===== src/rtl/udp_rx.sv =====
// udp_rx: GMII receive-side UDP/IPv4 parser.
// Filters on MAC, EtherType, IP and port; emits payload as 16-bit words.
module udp_rx #(
   parameter logic [47:0] FPGA_MAC = 48'h00_11_22_33_44_55,
   parameter logic [31:0] FPGA_IP  = 32'hC0_A8_00_03,
   parameter logic [15:0] UDP_PORT = 16'h8000
) (
   input  logic        gmii_rxc,
   input  logic        rstn,
   input  logic        gmii_rx_dv,
   input  logic [7:0]  gmii_rxd,
   output logic [15:0] udp_rx_data,
   output logic        udp_rx_data_en,
   output logic        udp_rx_done,
   output logic [15:0] udp_rx_byte_num,
   output logic [47:0] src_mac,
   output logic [31:0] src_ip,
   output logic        udp_rx_err
);

   typedef enum logic [2:0] {
      IDLE, PRE_DATA, ETH_HEAD, IP_HEAD,
      UDP_HEAD, UDP_DATA, WAIT_END
   } state_t;

   state_t      state, state_nxt;
   logic [15:0] cnt;
   logic [7:0]  hi_byte;
   logic [7:0]  data_hi;
   logic [47:0] dst_mac;
   logic [47:0] mac_tmp;
   logic [31:0] ip_tmp;
   logic [15:0] udp_len;
   logic [15:0] payload_len;
   logic [7:0]  ip_byte;
   logic        mac_ok;
   logic        last;

   assign mac_ok = (dst_mac == FPGA_MAC) || (&dst_mac);
   assign last   = (cnt == payload_len - 16'd1);

   always_comb begin
      ip_byte = FPGA_IP[7:0];
      case (cnt[1:0])
         2'd0:    ip_byte = FPGA_IP[31:24];
         2'd1:    ip_byte = FPGA_IP[23:16];
         2'd2:    ip_byte = FPGA_IP[15:8];
         default: ip_byte = FPGA_IP[7:0];
      endcase
   end

   always_ff @(posedge gmii_rxc) begin
      if (!rstn) state <= IDLE;
      else       state <= state_nxt;
   end

   // dv low always returns to IDLE; WAIT_END only leaves that way
   always_comb begin
      state_nxt = state;
      if (!gmii_rx_dv) begin
         state_nxt = IDLE;
      end else begin
         unique case (state)
            IDLE:
               if (gmii_rxd == 8'h55) state_nxt = PRE_DATA;
            PRE_DATA:
               if (cnt == 16'd7)
                  state_nxt = (gmii_rxd == 8'hD5) ? ETH_HEAD : WAIT_END;
               else if (gmii_rxd != 8'h55)
                  state_nxt = WAIT_END;
            ETH_HEAD:
               if (cnt == 16'd13)
                  state_nxt = (mac_ok && {hi_byte, gmii_rxd} == 16'h0800)
                              ? IP_HEAD : WAIT_END;
            IP_HEAD:
               if (cnt == 16'd0 && gmii_rxd != 8'h45)
                  state_nxt = WAIT_END;
               else if (cnt == 16'd9 && gmii_rxd != 8'h11)
                  state_nxt = WAIT_END;
               else if (cnt >= 16'd16 && gmii_rxd != ip_byte)
                  state_nxt = WAIT_END;
               else if (cnt == 16'd19)
                  state_nxt = UDP_HEAD;
            UDP_HEAD:
               if (cnt == 16'd3 && {hi_byte, gmii_rxd} != UDP_PORT)
                  state_nxt = WAIT_END;
               else if (cnt == 16'd5 && {udp_len[7:0], gmii_rxd} < 16'd9)
                  state_nxt = WAIT_END;
               else if (cnt == 16'd7)
                  state_nxt = UDP_DATA;
            UDP_DATA:
               if (last) state_nxt = WAIT_END;
            WAIT_END:
               state_nxt = WAIT_END;
            default:
               state_nxt = IDLE;
         endcase
      end
   end

   always_ff @(posedge gmii_rxc) begin
      if (!rstn) begin
         cnt             <= '0;
         hi_byte         <= '0;
         data_hi         <= '0;
         dst_mac         <= '0;
         mac_tmp         <= '0;
         ip_tmp          <= '0;
         udp_len         <= '0;
         payload_len     <= '0;
         udp_rx_data     <= '0;
         udp_rx_data_en  <= 1'b0;
         udp_rx_done     <= 1'b0;
         udp_rx_byte_num <= '0;
         src_mac         <= '0;
         src_ip          <= '0;
         udp_rx_err      <= 1'b0;
      end else begin
         udp_rx_data_en <= 1'b0;
         udp_rx_done    <= 1'b0;
         udp_rx_err     <= (state == UDP_DATA) && !gmii_rx_dv;
         if (state_nxt != state)
            cnt <= (state_nxt == PRE_DATA) ? 16'd1 : 16'd0;
         else if (state != IDLE && state != WAIT_END)
            cnt <= cnt + 16'd1;
         if (gmii_rx_dv) begin
            unique case (state)
               ETH_HEAD:
                  if (cnt < 16'd6)
                     dst_mac <= {dst_mac[39:0], gmii_rxd};
                  else if (cnt < 16'd12)
                     mac_tmp <= {mac_tmp[39:0], gmii_rxd};
                  else if (cnt == 16'd12)
                     hi_byte <= gmii_rxd;
               IP_HEAD:
                  if (cnt >= 16'd12 && cnt < 16'd16)
                     ip_tmp <= {ip_tmp[23:0], gmii_rxd};
               UDP_HEAD: begin
                  if (cnt == 16'd2)
                     hi_byte <= gmii_rxd;
                  if (cnt == 16'd4 || cnt == 16'd5)
                     udp_len <= {udp_len[7:0], gmii_rxd};
                  if (cnt == 16'd7) begin
                     payload_len     <= udp_len - 16'd8;
                     udp_rx_byte_num <= udp_len - 16'd8;
                     src_mac         <= mac_tmp;
                     src_ip          <= ip_tmp;
                  end
               end
               UDP_DATA:
                  if (!cnt[0]) begin
                     data_hi <= gmii_rxd;
                     if (last) begin
                        udp_rx_data    <= {gmii_rxd, 8'h00};
                        udp_rx_data_en <= 1'b1;
                        udp_rx_done    <= 1'b1;
                     end
                  end else begin
                     udp_rx_data    <= {data_hi, gmii_rxd};
                     udp_rx_data_en <= 1'b1;
                     udp_rx_done    <= last;
                  end
               default: ;
            endcase
         end
      end
   end

endmodule

===== config.mk =====
export PLATFORM = sky130hd
export DESIGN_NAME = udp_rx
export DESIGN_NICKNAME = d
export VERILOG_FILES = /design/src/rtl/udp_rx.sv
export SDC_FILE = /design/constraint.sdc
export NUM_CORES = 1
export LEC_CHECK = 0
export BUFFER_PORTS_ARGS = -buffer_cell sky130_fd_sc_hd__buf_2
export CAP_MARGIN = 0
export CORE_UTILIZATION = 45
export CTS_CLUSTER_DIAMETER = 100
export CTS_CLUSTER_SIZE = 28
export DETAILED_ROUTE_END_ITERATION = 10
export PLACE_DENSITY = 0.64
export SYNTH_ARGS = -nofsm -noshare
export SYNTH_HDL_FRONTEND = slang
export SYNTH_SLANG_ARGS = --single-unit

===== constraint.sdc =====
create_clock -name gmii_rxc -period 3.1 [get_ports gmii_rxc]
set_clock_uncertainty 0.2 [all_clocks]
set_input_delay 0 -clock gmii_rxc [delete_from_list [all_inputs] [get_ports gmii_rxc]]
set_output_delay 0 -clock gmii_rxc [all_outputs]
set_load 0.1 [all_outputs]

==> results of run 1 <==
[kinds of logic after synthesis]
kind of cell / count (synthesis) / share of synthesized area, %
AND/OR/NAND/NOR: 695 / 24.7
AO/OA/AOI/OAI: 311 / 19.3
flip-flops: 294 / 46.4
buffers and inverters: 124 / 3.90
XOR/XNOR: 46 / 3.18
multiplexers: 24 / 1.91
adder cells (fa/ha/maj): 6 / 0.592
[sequential cells by signal (all words and copies together) (netlist names)]
| register | cells |
|---|---|
| mac_tmp | 48 |
| udp_rx_done | 1 |
| udp_rx_data | 16 |
| payload_len | 16 |
| data_hi | 8 |
| udp_rx_data_en | 1 |
| udp_rx_err | 1 |
| hi_byte | 8 |
| dst_mac | 48 |
| ip_tmp | 32 |
| src_mac | 48 |
| udp_len | 16 |
| state | 3 |
| src_ip | 32 |
| cnt | 16 |
[worst max path at each step]
stage / end / slack [ps]
detailed placement: udp_rx_data[4] / 40
CTS: udp_rx_data[1] / 20
floorplan: udp_rx_data[5] / 8
finish: udp_rx_data[1] / 120
global route: cnt[2] / -10
global placement: udp_rx_data[2] / 120
[power groups by stage]
stage	clock [mW]	sequential, mW	combinational [mW]
after floorplan	0	3.86	0.104
after global placement	0	3.86	0.154
after detailed placement	0	3.86	0.153
after CTS	2.15	3.77	0.163
after global routing	2.29	3.78	0.173
final	2.09	3.77	0.164
[cell usage after synthesis (all sizes together) (3+ instances only)]
| cell type | instances |
|---|---|
| nand3b | 3 |
| a21boi | 220 |
| o221a | 9 |
| nor2b | 33 |
| o31a | 3 |
| o2111ai | 3 |
| and3 | 10 |
| nand4 | 18 |
| or3 | 7 |
| a31oi | 6 |
| o21ai | 9 |
| a32o | 9 |
| nor3b | 3 |
| o22ai | 5 |
| inv | 14 |
| or4 | 5 |
| and3b | 3 |
| and2 | 5 |
| nand2 | 480 |
| nor4 | 23 |
| xnor2 | 26 |
| nor4b | 3 |
| xor2 | 20 |
| mux2i | 23 |
| ha | 6 |
| nand3 | 18 |
| nand4b | 4 |
| dfxtp | 294 |
| buf | 17 |
| clkbuf | 93 |
| nor3 | 22 |
| a21oi | 10 |
| nor2 | 48 |
| o211a | 13 |
| o22a | 8 |
[cell type report]
cell class	instances	area (sq um)	area share, %
Timing Repair Buffer	178	1140	7.98
Clock buffer	15	375	2.62
Inverter	14	52.6	0.366
Multi-Input combinational cell	1082	6380	44.5
Clock inverter	2	21.3	0.148
Sequential cell	294	5900	41.1
Tap cell	378	473	3.30
[metal layers]
layer | vias to the layer above | GRT usage [%] | wire length, um
li1 | 5205 | - | -
met1 | 4867 | 31.0 | 15300
met2 | 192 | 36.6 | 15000
met3 | 39 | 1.79 | 1010
met4 | 0 | 4.50 | 499
met5 | - | 0 | 0
[worst register-to-register path, stage by stage (launching register included)]
cell       delay [ps]
dfxtp_2           360
inv_1              60
ha_1              160
nor3b_4           300
nand3_1           140
or4_1             490
a2111oi_4         330
buf_4             220
nand2_4           100
a21o_4            270
a32o_1            260
[what timing repair did]
item / in CTS / in global routing
gates resized for setup: 0 / 10
hold buffers: 11 / 0
endpoints found under the setup margin: 0 / 33
endpoints found under the hold margin: 123 / 0
buffers inserted: 0 / 1
[through the flow]
step	TNS [ps]	hold WS (ps)	setup slack, ps	instance area, sq um
CTS	0	173	16.0	14300
finish	0	196	123	14300
floorplan	0	70.2	8.10	12700
global placement	0	142	120	13800
global route	-18.8	220	-10.0	14300
detailed placement	0	149	40.5	13800
==> impl_metrics.csv, run 1 <==
group,metric,value,unit
status,status,"finished clean",
synthesis,syn-num-nets,1517,
setup_path,required,3290,ps
die,ios,126,
drt,dr_total_vias,10300,
pwr,p_int,4.73,mW
global_route,grt_pass1_wl,51600,um
global_route,grt_antenna_before_repair,0,
setup_path,critical_path_cell_count,10,
drt,dr.pass1.iters,5,
hold_path,hold_class,"in -> reg",
clock_network,clk_pin_slew,110,ps
clock_network,htreeDepth,1,
setup_path,critPathMaxStageDelay,490,ps
setup_path,r2r_slack,120,ps
global_route,grt_max_degree,207,
drt,drt_wl_total,31800,um
synthesis,synth-seq-cells,294,
synthesis,syn_avg_cell_area,8.45,sq um
synthesis,synth_area,12700,sq um
pwr,p_leak,5.37,nW
setup_path,crit_buf_inv,2,
drt,drc,0,
setup_path,crit_family,"simple AND/OR/NAND/NOR gates",
finish,fillers,2739,
synthesis,synthFlopType,"dfxtp_1",
clock_network,clock_tree.buffer_depth,3,
setup_path,rr_startpoint,"payload_len[1]",
synthesis,yosys.area.top_type,"dfxtp_1",
clock_network,cts_root_buffer,"clkbuf_16",
finish,area_growth,13.2,%
clock_network,cts_tree,"built",
pwr,peakVddDrop,0.412,mV
placed_design,placed_cells,1934,
pwr,combPwrFrac,2.7,%
setup_path,path_cells,"inv_1 > ha_1 > nor3b_4 > nand3_1 > or4_1 > a2111oi_4 > buf_4 > nand2_4 > a21o_4 > a32o_1",
synthesis,synth_top_area_share,46.4,%
setup_path,cp.arrival,3170,ps
global_route,track_usage,22.0,%
finish,final_cells,1963,
die,start_util,45.6,%
timing,tightest_slew,1070,ps
clock_network,clock_sinks,294,
setup_path,endpoint_kind,"flop",
job,maxCapViolCount,0,
timing,finalCritPeriodShare,96.0,%
finish,fin_nets,1601,
drt,antenna_left,0,
timing,relSlewSlack,28.8,%
setup_path,worstSetupPathType,"reg -> reg",
die,dieWidth,170,um
clock_network,clkLatencyLatePin,500,ps
die,num_rows,61,
global_route,overflow,0,
setup_path,cp_slowest_cell,"or4_1",
placed_design,hpwl,21300,um
hold_path,min-delay-start,"gmii_rxd[0]",
synthesis,syn_inst,1500,
pwr,p_per_area,420,nW/um^2
pwr,clockPowerShare,34.6,%
placed_design,io_buffers,125,
placed_design,gp_congestion,0.959,
synthesis,synth-edff-count,0,
finish,fin_util,51.6,%
hold_path,whs_path_depth,4,
hold_path,min_to,"dst_mac[0]",
finish,mostFrequentLayoutCell,"nand2_1",
synthesis,async_flop_share,0,%
synthesis,yosysSeqAreaShare,46.4,%
setup_path,setup.worst_path.start,"payload_len[1]",
drt,dr.first_iter.drc_count,857,
synthesis,yosys_warnings,0,
global_route,grt_pass1_vias,9702,
finish,drive_above_1_share,14.8,%
die,coreArea,27800,sq um
timing,setup_viol,0,
timing,slew_violations,0,
synthesis,synth.distinct_cells,70,
pwr,swShare,21.5,%
pwr,totalPowerFinal,6.02,mW
finish,final_cell_mix,"nand2_1, dfxtp_1, a21boi_0",
drt,viasPerCell,5.25,
setup_path,worstPathMaxFanout,8,
timing,max_clock_freq,336,MHz
timing,rsz0062_at_grt,"true",
setup_path,start_kind,"flop",
pwr,seq_power_share,62.6,%
pwr,power.switching,1.30,mW
timing,fin_crit,2980,ps
die,floorplan.die_area,28800,sq um
drt,wl_per_cell,16.2,um
synthesis,synth_area_leaders,"dfxtp_1, nand2_1, a21boi_0",
timing,hold_viol_final,0,
die,die-height,170,um
finish,num_antenna_cells,0,
setup_path,rr_worst_depth,10,
setup_path,reg2reg_to,"udp_rx_data[1]",
clock_network,cts_buffers,14,
Note: power is estimated with default switching activity, not from simulation.
==> run 2, diff against run 1 <==
--- a/config.mk
+++ b/config.mk
@@ -8,6 +8,7 @@
 export BUFFER_PORTS_ARGS = -buffer_cell sky130_fd_sc_hd__buf_2
 export CAP_MARGIN = 0
 export CORE_UTILIZATION = 45
+export CTS_BUF_LIST = sky130_fd_sc_hd__clkbuf_4 sky130_fd_sc_hd__clkbuf_8
 export CTS_CLUSTER_DIAMETER = 100
 export CTS_CLUSTER_SIZE = 28
 export DETAILED_ROUTE_END_ITERATION = 10
==> impl_metrics.csv, run 2 (same netlist as run 1, synthesis figures left out) <==
group,metric,value,unit
status,status,"finished clean",
timing,setup_viol,0,
drt,dr.first_iter.drc_count,825,
finish,mostFrequentLayoutCell,"nand2_1",
global_route,overflow,0,
pwr,p_leak,5.29,nW
finish,num_antenna_cells,0,
timing,finalCritPeriodShare,95.2,%
finish,fin_nets,1601,
pwr,p_per_area,392,nW/um^2
drt,drc,0,
setup_path,path_cells,"inv_1 > ha_1 > nor3b_4 > nand3_1 > or4_4 > a2111oi_4 > buf_4 > nand2_4 > a21o_4 > a32o_1",
timing,slew_violations,0,
setup_path,cp_slowest_cell,"or4_4",
drt,wl_per_cell,16.2,um
finish,top_regs,"dst_mac x48, mac_tmp x48, src_mac x48",
hold_path,hold_class,"in -> reg",
placed_design,gp_congestion,0.959,
global_route,grt_pass1_wl,51500,um
drt,antenna_left,0,
timing,fin_crit,2950,ps
setup_path,required,3350,ps
setup_path,rr_startpoint,"payload_len[1]",
timing,timing.hold.ws,122,ps
die,coreArea,27800,sq um
finish,multi_input_area,6380,sq um
die,num_rows,61,
timing,hold_viol_final,0,
pwr,totalPowerFinal,5.56,mW
clock_network,cts_root_buffer,"clkbuf_8",
finish,drive_above_1_share,14.9,%
setup_path,cp.arrival,3210,ps
die,start_util,45.6,%
setup_path,worstSetupPathType,"reg -> reg",
setup_path,reg2reg_to,"udp_rx_data[4]",
clock_network,cts_buffers,14,
setup_path,start_kind,"flop",
drt,dr_total_vias,10400,
setup_path,rr_worst_depth,10,
timing,relSlewSlack,29.6,%
drt,drt_wl_total,31700,um
timing,rsz0062_at_grt,"false",
global_route,track_usage,21.9,%
hold_path,min_to,"dst_mac[0]",
job,maxCapViolCount,0,
clock_network,htreeDepth,1,
finish,area_growth,11.9,%
finish,final_cell_mix,"nand2_1, dfxtp_1, a21boi_0",
timing,tightest_slew,1060,ps
setup_path,endpoint_kind,"flop",
timing,setup_tns,0,ps
pwr,peakVddDrop,0.342,mV
hold_path,min-delay-start,"gmii_rxd[0]",
die,ios,126,
global_route,grt_pass1_vias,9689,
global_route,grt_use_met2,36.4,%
placed_design,hpwl,21300,um
global_route,grt_max_degree,207,
drt,viasPerCell,5.28,
timing,max_clock_freq,339,MHz
setup_path,critPathMaxStageDelay,460,ps
finish,fin_util,51.1,%
hold_path,whs_path_depth,4,
die,dieWidth,170,um
finish,design_area,14200,sq um
clock_network,cts_tree,"built",
global_route,grt_antenna_before_repair,0,
die,die-height,170,um
placed_design,io_buffers,125,
clock_network,clk_pin_slew,180,ps
placed_design,dpl_cell_area,13800,sq um
global_route,use_met3,1.98,%
drt,dr.pass1.iters,5,
clock_network,clock_tree.buffer_depth,3,
clock_network,clkLatencyLatePin,560,ps
setup_path,r2r_slack,150,ps
setup_path,worstPathMaxFanout,8,
finish,register_area,5900,sq um
global_route,use_met1,31.0,%
global_route,busiest_layer,"met2",
die,floorplan.die_area,28800,sq um
clock_network,clock_sinks,294,
finish,fillers,2762,
==> run 2: cell counts in the layout (fill, tap and decap cells not counted) <==
No cell type changed its count.
==> run 2: layer usage <==
layer | wire (um) | vias to the layer above
li1 | - | 5206
met1 | 15300 | 4926
met2 | 14900 | 203
met3 | 1040 | 35
met4 | 502 | 0
met5 | 0 | -
==> run 2: worst max-delay path, delay by kind of cell (launching register included) <==
family | cells | cell delay (ps)
AO/OA/AOI/OAI | 3 | 830
adder cells (fa/ha/maj) | 1 | 160
buffers and inverters | 2 | 280
flip-flops | 1 | 390
AND/OR/NAND/NOR | 4 | 1000
==> run 2: worst max-delay path by stage <==
stage / startpoint / endpoint / slack [ps] / cells after the start
final: payload_len[1] / udp_rx_data[4] / 150 / 10
after global routing: cnt[1] / cnt[2] / 0.5 / 10
after CTS: payload_len[1] / udp_rx_data[1] / 10 / 11
after detailed placement: payload_len[1] / udp_rx_data[4] / 40 / 11
after global placement: payload_len[0] / udp_rx_data[2] / 120 / 11
after floorplan: payload_len[8] / udp_rx_data[5] / 8 / 8
==> run 2: repair_timing <==
| action | CTS | global route |
|---|---|---|
| hold buffers | 11 | 0 |
| setup buffers | 0 | 1 |
| endpoints found under the setup margin | 0 | 33 |
| gates resized for setup | 0 | 13 |
| endpoints found under the hold margin | 123 | 0 |
==> run 2: through the flow <==
step	setup WS, ps	std cells
floorplan	8.10	1500
global placement	120	1934
detailed placement	40.5	1934
CTS	14.0	1962
global route	0.478	1963
finish	147	1963
==> run 2: area by class of cell <==
cell class | count | area share (%)
Clock buffer | 15 | 1.46
Timing Repair Buffer | 178 | 8.07
Multi-Input combinational cell | 1082 | 45.0
Sequential cell | 294 | 41.6
Clock inverter | 2 | 0.150
Tap cell | 378 | 3.33
Inverter | 14 | 0.371
==> run 2: report_power, final <==
part           total (mW)  switching [mW]  internal, mW
Sequential           3.78       0.0000284          3.78
Combinational       0.164          0.0954        0.0682
Clock                1.62            1.16         0.457
Total                5.56            1.26          4.30
==> run 3, diff against run 2 <==
--- a/config.mk
+++ b/config.mk
@@ -7,12 +7,12 @@
 export LEC_CHECK = 0
 export BUFFER_PORTS_ARGS = -buffer_cell sky130_fd_sc_hd__buf_2
 export CAP_MARGIN = 0
-export CORE_UTILIZATION = 45
+export CORE_UTILIZATION = 33
 export CTS_BUF_LIST = sky130_fd_sc_hd__clkbuf_4 sky130_fd_sc_hd__clkbuf_8
 export CTS_CLUSTER_DIAMETER = 100
 export CTS_CLUSTER_SIZE = 28
 export DETAILED_ROUTE_END_ITERATION = 10
-export PLACE_DENSITY = 0.64
+export PLACE_DENSITY = 0.51
 export SYNTH_ARGS = -nofsm -noshare
 export SYNTH_HDL_FRONTEND = slang
 export SYNTH_SLANG_ARGS = --single-unit
==> impl_metrics.csv, run 3 (same netlist as run 1, synthesis figures left out) <==
group,metric,value,unit
setup_path,required,3360,ps
setup_path,crit_family,"compound AO/OA/AOI/OAI gates",
drt,antenna_left,0,
timing,finalCritPeriodShare,95.9,%
drt,viasPerCell,4.92,
finish,area_growth,13.9,%
global_route,grt_pass1_vias,9964,
timing,setup_viol,0,
setup_path,crit_buf_inv,2,
finish,num_antenna_cells,0,
setup_path,cp_slowest_cell,"dfxtp_2",
finish,fillers,3943,
clock_network,clock_sinks,294,
setup_path,path_cells,"inv_1 > ha_2 > xor2_1 > nand2_1 > nor4b_2 > nand3b_1 > a2111oi_4 > buf_4 > nand2_4 > a21o_2 > a32o_1",
placed_design,place_ws,-2.11,ps
drt,drt_wl_total,34200,um
finish,final_cells,2105,
drt,dr.first_iter.drc_count,614,
timing,timing.hold.ws,103,ps
setup_path,worstPathMaxFanout,8,
global_route,track_usage,17.4,%
finish,top_regs,"dst_mac x48, mac_tmp x48, src_mac x48",
finish,final_cell_mix,"nand2_1, dfxtp_1, a21boi_0",
global_route,grt_use_met2,28.3,%
global_route,grt_antenna_before_repair,0,
drt,dr.pass1.iters,5,
die,die-height,198,um
die,ios,126,
finish,fin_util,38.2,%
pwr,peakVddDrop,0.221,mV
global_route,use_met1,24.5,%
die,dieWidth,198,um
drt,wl_per_cell,16.3,um
finish,register_area,5900,sq um
setup_path,worstSetupPathType,"reg -> reg",
global_route,overflow,0,
setup_path,endpoint_kind,"flop",
pwr,p_leak,5.36,nW
timing,setup_tns,0,ps
status,status,"finished clean",
clock_network,cts_root_buffer,"clkbuf_8",
drt,drc,0,
placed_design,gp_congestion,0.877,
timing,fin_crit,2970,ps
setup_path,critPathMaxStageDelay,410,ps
setup_path,start_kind,"flop",
placed_design,placed_cells,2072,
timing,slew_violations,0,
global_route,use_met3,1.72,%
hold_path,hold_class,"in -> reg",
die,floorplan.die_area,39200,sq um
timing,relSlewSlack,26.9,%
placed_design,io_buffers,125,
finish,mostFrequentLayoutCell,"nand2_1",
drt,dr_total_vias,10400,
timing,hold_viol_final,0,
clock_network,cts_buffers,15,
clock_network,htreeDepth,1,
pwr,p_per_area,394,nW/um^2
clock_network,cts_tree,"built",
die,num_rows,71,
global_route,grt_pass1_wl,55000,um
finish,drive_above_1_share,15.4,%
clock_network,clkLatencyLatePin,560,ps
die,coreArea,37800,sq um
clock_network,clk_pin_slew,170,ps
clock_network,clock_tree.buffer_depth,3,
global_route,busiest_layer,"met2",
timing,max_clock_freq,336,MHz
job,maxCapViolCount,0,
die,start_util,33.6,%
placed_design,hpwl,23000,um
finish,multi_input_area,6390,sq um
timing,tightest_slew,1100,ps
global_route,grt_max_degree,259,
setup_path,cp.arrival,3240,ps
timing,fin_ws,127,ps
finish,fin_nets,1608,
==> run 3: per-stage QoR <==
stage | area, sq um | power, mW
after floorplan | 12700 | 3.96
after global placement | 14000 | 4.02
after detailed placement | 14000 | 4.02
after CTS | 14400 | 5.79
after global routing | 14400 | 5.91
final | 14400 | 5.69
==> run 3: layout make-up <==
type                       instances  area share (%)
multi-input combinational       1083            44.3
tap                              511            4.43
sequential                       294            40.9
clock buffer                      16            1.48
timing repair buffer             183            8.26
inverter                          14           0.364
clock inverter                     4           0.347
==> run 3: worst reg2reg max path: cells and delay by family, from the launching register on <==
family | cells | cell delay, ps
AOI/OAI and AO/OA | 3 | 900
xor gates and xnor gates | 1 | 140
adders and majority gates | 1 | 310
buffers and inverters | 2 | 270
DFF | 1 | 410
and+or+nand+nor | 4 | 680
==> run 3: final timing paths <==
| kind | start | endpoint | slack [ps] | depth (start not counted) |
|---|---|---|---|---|
| setup / recovery | payload_len[1] | udp_rx_data[7] | 130 | 11 |
| hold / removal | gmii_rx_dv | udp_rx_err | 100 | 3 |
| setup reg to reg | payload_len[1] | udp_rx_data[7] | 130 | 11 |
| hold reg to reg | src_mac[34] | src_mac[34] | 270 | 2 |
==> run 3: what timing repair did <==
item | 4_1_cts | 5_1_grt
cloned | 0 | 1
setup buffers | 1 | 1
resized for setup | 0 | 12
endpoints found under the hold margin | 98 | 0
pin swaps | 1 | 2
endpoints found under the setup margin | 5 | 35
hold buffers | 10 | 0
==> run 3: per-layer routing <==
layer	up-vias	wire length, um
li1	5225	-
met1	4941	17200
met2	148	15400
met3	36	923
met4	0	677
met5	-	0
==> run 3: report_power, final <==
| group | switching [mW] | total [mW] | internal (mW) |
|---|---|---|---|
| clock network | 1.24 | 1.74 | 0.501 |
| registers | 0.0000282 | 3.78 | 3.78 |
| logic | 0.100 | 0.169 | 0.0690 |
| total | 1.34 | 5.69 | 4.35 |
